File: src/rtl/bf_pkg.sv
// bfX sequencer shared definitions.
// Opcodes, state encoding, decoded-op bundle.
package bf_pkg;

  localparam logic [7:0] OP_INC   = 8'h2B;
  localparam logic [7:0] OP_DEC   = 8'h2D;
  localparam logic [7:0] OP_RIGHT = 8'h3E;
  localparam logic [7:0] OP_LEFT  = 8'h3C;
  localparam logic [7:0] OP_OUT   = 8'h2E;
  localparam logic [7:0] OP_IN    = 8'h2C;
  localparam logic [7:0] OP_JZ    = 8'h5B;
  localparam logic [7:0] OP_JNZ   = 8'h5D;
  localparam logic [7:0] OP_END   = 8'h00;

  localparam int DEF_CODE_BASE = 0;
  localparam int DEF_CODE_LEN  = 256;
  localparam int DEF_DATA_BASE = 256;
  localparam int DEF_DATA_LEN  = 256;
  localparam int DEF_DEPTH_W   = 8;

  typedef enum logic [3:0] {
    S_IDLE,
    S_FETCH,
    S_EXEC,
    S_SFETCH,
    S_SCHECK,
    S_OUT_WAIT,
    S_IN_WAIT,
    S_HALT,
    S_ERROR
  } bf_state_t;

  typedef struct packed {
    logic inc;
    logic dec;
    logic right;
    logic left;
    logic out;
    logic inp;
    logic jz;
    logic jnz;
    logic fin;
    logic nop;
  } op_t;

endpackage

File: src/rtl/bf_decode.sv
// Byte to one-hot opcode decoder.
// Any unrecognised byte decodes as a NOP.
module bf_decode
  import bf_pkg::*;
(
  input  logic [7:0] byte_in,
  output op_t        op
);

  always_comb begin
    op = '0;
    unique case (1'b1)
      (byte_in == OP_INC):   op.inc   = 1'b1;
      (byte_in == OP_DEC):   op.dec   = 1'b1;
      (byte_in == OP_RIGHT): op.right = 1'b1;
      (byte_in == OP_LEFT):  op.left  = 1'b1;
      (byte_in == OP_OUT):   op.out   = 1'b1;
      (byte_in == OP_IN):    op.inp   = 1'b1;
      (byte_in == OP_JZ):    op.jz    = 1'b1;
      (byte_in == OP_JNZ):   op.jnz   = 1'b1;
      (byte_in == OP_END):   op.fin   = 1'b1;
      default:               op.nop   = 1'b1;
    endcase
  end

endmodule

File: src/rtl/bf_seq.sv
// bfX instruction sequencer: fetch/exec loop,
// bracket scanning and byte-stream handshakes.
module bf_seq
  import bf_pkg::*;
#(
  parameter int CODE_BASE = DEF_CODE_BASE,
  parameter int CODE_LEN  = DEF_CODE_LEN,
  parameter int DATA_BASE = DEF_DATA_BASE,
  parameter int DATA_LEN  = DEF_DATA_LEN,
  parameter int DEPTH_W   = DEF_DEPTH_W
) (
  input  logic        clk,
  input  logic        rst_n,
  input  logic        start,
  output logic [15:0] code_addr,
  output logic [15:0] data_addr,
  input  logic [7:0]  code_in,
  input  logic [7:0]  data_in,
  output logic        wr_en,
  output logic [15:0] wr_addr,
  output logic [7:0]  wr_data,
  output logic        out_valid,
  output logic [7:0]  out_data,
  input  logic        out_ready,
  input  logic        in_valid,
  input  logic [7:0]  in_data,
  output logic        in_ready,
  output logic        busy,
  output logic        halted,
  output logic        error
);

  localparam logic [15:0] CB      = 16'(CODE_BASE);
  localparam logic [15:0] DB      = 16'(DATA_BASE);
  localparam logic [15:0] LAST_IP = 16'(CODE_LEN - 1);
  localparam logic [15:0] DP_MASK = 16'(DATA_LEN - 1);
  localparam logic [DEPTH_W-1:0] D_MAX = '1;
  localparam logic [DEPTH_W-1:0] D_ONE = DEPTH_W'(1);

  bf_state_t state;
  logic [15:0] ip;
  logic [15:0] dp;
  logic [DEPTH_W-1:0] depth;
  logic fwd;
  logic [7:0] out_q;

  op_t op;
  bf_decode u_dec (
    .byte_in(code_in),
    .op     (op)
  );

  logic [15:0] nxt_ip;
  bf_state_t   nxt_st;
  logic [15:0] step_ip;
  logic        step_ok;
  logic        open_tok;
  logic        close_tok;
  logic        at_last;
  logic        cell_zero;
  logic [15:0] dp_inc;
  logic [15:0] dp_dec;

  assign at_last   = (ip == LAST_IP);
  assign cell_zero = (data_in == 8'h00);
  assign dp_inc    = (dp + 16'd1) & DP_MASK;
  assign dp_dec    = (dp - 16'd1) & DP_MASK;

  // Normal-flow advance halts instead of running off the code end.
  always_comb begin
    nxt_ip    = ip + 16'd1;
    nxt_st    = S_FETCH;
    if (at_last) begin
      nxt_ip = ip;
      nxt_st = S_HALT;
    end
    open_tok  = fwd ? op.jz : op.jnz;
    close_tok = fwd ? op.jnz : op.jz;
    step_ok   = fwd ? !at_last : (ip != 16'd0);
    step_ip   = fwd ? ip + 16'd1 : ip - 16'd1;
  end

  assign code_addr = CB + ip;
  assign data_addr = DB + dp;
  assign wr_addr   = data_addr;
  assign out_valid = (state == S_OUT_WAIT);
  assign out_data  = out_q;
  assign in_ready  = (state == S_IN_WAIT);
  assign halted    = (state == S_HALT);
  assign error     = (state == S_ERROR);
  assign busy      = !(state inside {S_IDLE, S_HALT, S_ERROR});

  always_comb begin
    wr_en   = 1'b0;
    wr_data = 8'h00;
    if (rst_n) begin
      if (state == S_EXEC && op.inc) begin
        wr_en   = 1'b1;
        wr_data = data_in + 8'd1;
      end else if (state == S_EXEC && op.dec) begin
        wr_en   = 1'b1;
        wr_data = data_in - 8'd1;
      end else if (state == S_IN_WAIT && in_valid) begin
        wr_en   = 1'b1;
        wr_data = in_data;
      end
    end
  end

  always_ff @(posedge clk) begin
    if (!rst_n) begin
      state <= S_IDLE;
      ip    <= '0;
      dp    <= '0;
      depth <= '0;
      fwd   <= 1'b0;
      out_q <= 8'h00;
    end else begin
      unique case (state)
        S_IDLE, S_HALT, S_ERROR: begin
          if (start) begin
            ip    <= '0;
            dp    <= '0;
            depth <= '0;
            state <= S_FETCH;
          end
        end
        S_FETCH: state <= S_EXEC;
        S_EXEC: begin
          unique case (1'b1)
            op.fin: state <= S_HALT;
            op.out: begin
              out_q <= data_in;
              state <= S_OUT_WAIT;
            end
            op.inp: state <= S_IN_WAIT;
            (op.jz && cell_zero): begin
              depth <= D_ONE;
              fwd   <= 1'b1;
              if (at_last) state <= S_ERROR;
              else begin
                ip    <= ip + 16'd1;
                state <= S_SFETCH;
              end
            end
            (op.jnz && !cell_zero): begin
              depth <= D_ONE;
              fwd   <= 1'b0;
              if (ip == 16'd0) state <= S_ERROR;
              else begin
                ip    <= ip - 16'd1;
                state <= S_SFETCH;
              end
            end
            default: begin
              if (op.right) dp <= dp_inc;
              if (op.left)  dp <= dp_dec;
              ip    <= nxt_ip;
              state <= nxt_st;
            end
          endcase
        end
        S_SFETCH: state <= S_SCHECK;
        S_SCHECK: begin
          unique case (1'b1)
            op.fin: state <= S_ERROR;
            (open_tok && depth == D_MAX): state <= S_ERROR;
            (close_tok && depth == D_ONE): begin
              depth <= '0;
              ip    <= nxt_ip;
              state <= nxt_st;
            end
            default: begin
              if (open_tok)       depth <= depth + D_ONE;
              else if (close_tok) depth <= depth - D_ONE;
              if (step_ok) begin
                ip    <= step_ip;
                state <= S_SFETCH;
              end else begin
                state <= S_ERROR;
              end
            end
          endcase
        end
        S_OUT_WAIT: begin
          if (out_ready) begin
            ip    <= nxt_ip;
            state <= nxt_st;
          end
        end
        S_IN_WAIT: begin
          if (in_valid) begin
            ip    <= nxt_ip;
            state <= nxt_st;
          end
        end
        default: state <= S_IDLE;
      endcase
    end
  end

endmodule

File: config.mk
export PLATFORM = sky130hd
export DESIGN_NAME = bf_seq
export DESIGN_NICKNAME = d
export VERILOG_FILES = /design/src/rtl/bf_pkg.sv /design/src/rtl/bf_decode.sv /design/src/rtl/bf_seq.sv
export SDC_FILE = /design/constraint.sdc
export NUM_CORES = 1
export LEC_CHECK = 0
export CORE_MARGIN = 2
export CORE_UTILIZATION = 35
export DETAILED_ROUTE_END_ITERATION = 6
export DONT_BUFFER_PORTS = 1
export SYNTH_ARGS = -nofsm -noshare
export SYNTH_HDL_FRONTEND = slang
export SYNTH_SLANG_ARGS = --single-unit
File: constraint.sdc
create_clock -name clk -period 8.93 [get_ports clk]
set_clock_uncertainty 0.15 [all_clocks]
set_input_delay 0 -clock clk [delete_from_list [all_inputs] [get_ports clk]]
set_output_delay 0 -clock clk [all_outputs]
set_load 0.02 [all_outputs]
==> out/qor.tcl <==
set qor(io_buffer_count) 0
set qor(insertion_delay_ps) 300
set qor(cts_buffer_depth) 2
set qor(synth_seq_area_share) 0.2019
set qor(drt_iter0_drc) 344
set qor(cts.root.buffer_cell) {clkbuf_16}
set qor(result_of_the_run) {finished, violations left}
set qor(yosys_warnings) 0
set qor(final_common_cell) {nor2_1}
set qor(final-setup-viol-count) 0
set qor(pin_count_of_the_biggest_net_entering_global_routing) 35
set qor(worst_setup_path_start_kind) {register}
set qor(numPlacedInstances) 728
set qor(design.final.nets) 617
set qor(synthFlopType) {dfxtp_1}
set qor(p_total_uw) 951.3
set qor(global_route.usage.total) 0.1953
set qor(cts_htree_levels) 2
set qor(async_flop_share) 0
set qor(vias) 4485
set qor(place.gp.congestion) 0.8859
set qor(routed_wl_mm) 13.46
set qor(layout_min_cycle_time_ps) 3480
set qor(syn-cell-area_mm2) 0.004463
set qor(grt_overflow) 0
set qor(setup_tns_ps) 0
set qor(power.combinational.fraction) 0.457
set qor(routed_wire_length_per_instance_um) 18.01
set qor(global_route_wire_length_before_repair_mm) 21.44
set qor(initial_utilization) 0.3566
set qor(timing.setup.critical_path_class) {register to primary output}
set qor(instance_count_of_the_mapped_netlist) 601
set qor(postPlaceCellArea_mm2) 0.004364
set qor(final.period_utilization) 0.3897
set qor(finish.instance_area_mm2) 0.004646
set qor(synth_register_bits) 45
set qor(detailedRoute.firstPassIterationCount) 5
set qor(whs_ps) -1.148
set qor(final_hold_viol_count) 1
set qor(top_level_ports) 99
set qor(drc) 0
set qor(mostFrequentLayoutCells) {nor2_1 (57), nand2_1 (47), dfxtp_1 (45)}
set qor(worst_hold_startpoint) {code_in[6]}
set qor(row_count) 41
set qor(postSynthAreaPerCell_um2) 7.426
set qor(power.switching_uw) 427.2
set qor(detail_route.vias_per_cell) 6.004
set qor(cellInternalPower_uw) 524.0
set qor(layout.cells.non_filler) 747
set qor(max_cap_viol_count) 0
set qor(sequential_cell_fraction_of_total_power) 0.310
set qor(cp.arrival_ps) 3330
set qor(tightest_slew_ps) 1138
set qor(antenna-diode-count) 0
set qor(cts.clk_slew.worst_paths_ps) 70
set qor(cp_max_fo) 19
set qor(detailed_place_hpwl_mm) 9.904
set qor(ant_nets) 0
set qor(maxSlewHeadroom) 0.2416
set qor(report.final.slew_viol_count) 0
set qor(end_kind) {primary output}
set qor(reg2reg_from) {state[0]$_SDFFE_PN0P_}
set qor(die_y_um) 116.9
set qor(yosys.cell_types.count) 84
set qor(fill_cells) 1368
set qor(design.die.area_mm2) 0.01367
set qor(power-per-cell-area_mw_per_mm2) 204.8
set qor(post_cts.resized_instances) 0
set qor(layout-drive-gt1-share) 0.06087
set qor(cp-startpoint) {state[1]$_SDFFE_PN0P_}
set qor(synth-edff-count) 0
set qor(violations) {negative hold slack}
set qor(cts_tree) {done}
set qor(tritoncts.num_buffers) 5
set qor(netSwitchingFraction) 0.4491
set qor(power.clock.fraction) 0.232
set qor(vias_in_the_first_global_route) 4107
set qor(worstPathRequired_ps) 8780
set qor(rsz0062_at_grt) {false}
set qor(hold_crit_path_type) {primary input to register}
set qor(vdd.ir_drop.worst_uv) 77.35
set qor(clock_sinks) 45
set qor(chipWidth_um) 116.9
set qor(grt_antenna_before_repair) 0
set qor(area_growth_syn_to_layout_pct) 4.093
set qor(power.leakage_nw) 1.740
set qor(design.core.area_mm2) 0.01252
set qor(clock.fmax_ghz) 0.2874
==> flip-flops by register name, summed over array words and instances, names as in the netlist <==
| register | flops |
|---|---|
| ip | 16 |
| depth | 8 |
| out_data | 8 |
| dp | 8 |
| state | 4 |
| fwd | 1 |
==> cells in the mapped netlist (5+ instances only) <==
master,number,share of area
a211oi_1,9,0.015
a21o_1,7,0.012
a21oi_1,37,0.041
a22oi_1,15,0.025
a31oi_1,6,0.0084
a32oi_1,7,0.014
and2_1,9,0.013
and3_1,14,0.020
and4_1,5,0.0098
buf_2,7,0.0078
buf_4,29,0.049
buf_6,5,0.013
clkbuf_1,19,0.016
dfxtp_1,45,0.20
ha_1,13,0.036
inv_1,16,0.013
mux2i_1,14,0.031
nand2_1,47,0.040
nand3_1,20,0.022
nand4_1,6,0.0084
nor2_1,57,0.048
nor3_1,28,0.031
nor3b_1,5,0.0084
nor4_1,7,0.0098
o211ai_1,5,0.0084
o21ai_0,31,0.035
o22ai_1,6,0.0084
or2_2,5,0.0070
or3_1,8,0.011
xnor2_1,12,0.024
xor2_1,17,0.033
==> through the flow <==
step                setup WS, ps  utilization  hold slack (ps)
floorplan                   5925            -           -13.98
global placement            5694       0.3487           -9.318
detailed placement          5595       0.3487           -9.555
CTS                         5544       0.3712            5.958
global route                5196       0.3712            40.92
finish                      5450       0.3712           -1.148
==> worst paths after layout <==
check	endpoint	slack (ps)	cells past startpoint
max	wr_data[0]	5450	7
min	state[1]$_SDFFE_PN0P_	-1	4
max reg2reg	ip[7]$_SDFFE_PN0P_	5650	7
min reg2reg	out_data[1]$_SDFFE_PN0P_	420	2
==> per-layer routing <==
metal	vias to the layer above	global-route usage	share of wire
met4	0	0.05255	0.015
met1	2138	0.2577	0.44
li1	2134	-	-
met3	21	0.06643	0.097
met2	192	0.3056	0.45
met5	-	0	0
==> power by group through the flow <==
stage	Sequential [mW]	Combinational, mW	Clock [mW]
6_report	0.295	0.435	0.221
5_1_grt	0.305	0.483	0.234
4_1_cts	0.294	0.429	0.225
3_5_place_dp	0.299	0.422	0
3_3_place_gp	0.297	0.415	0
2_1_floorplan	0.259	0.381	0
==> cells by family (layout without fill, tap and decap cells) <==
kind of cell | after synthesis | after routing | synth area share
flops | 45 | 45 | 0.2018
compound gates | 168 | 168 | 0.2638
xor+xnor | 29 | 29 | 0.05691
fa+ha+maj | 14 | 14 | 0.04093
buf+inv | 79 | 39 | 0.1015
other cells | 2 | 16 | 0.001683
simple gates | 250 | 250 | 0.3019
mux | 14 | 14 | 0.03140
==> final cells by class <==
cell class	instances	area (um2)	share of cell area
clock buffer	5	125.1	0.02693
multi-input combinational	491	3162	0.6806
clock inverter	3	46.29	0.009965
sequential	45	900.9	0.1939
tap	172	215.2	0.04632
inverter	17	63.81	0.01374
timing repair buffer	14	132.6	0.02855
==> worst max-delay path: stages (launching register included) <==
cell and delay, ps:
dfxtp_1 700, nand2b_1 180, nor3_1 680, and3_1 320, and2_1 350, nor3_1 90
nor2_1 350, o311a_1 360
==> timing repair <==
action	4_1_cts	5_1_grt
buffers inserted	0	0
hold buffers	11	0
endpoints found under the hold margin	24	0
endpoints found under the setup margin	0	0
Power figures use the tool's default switching activity.
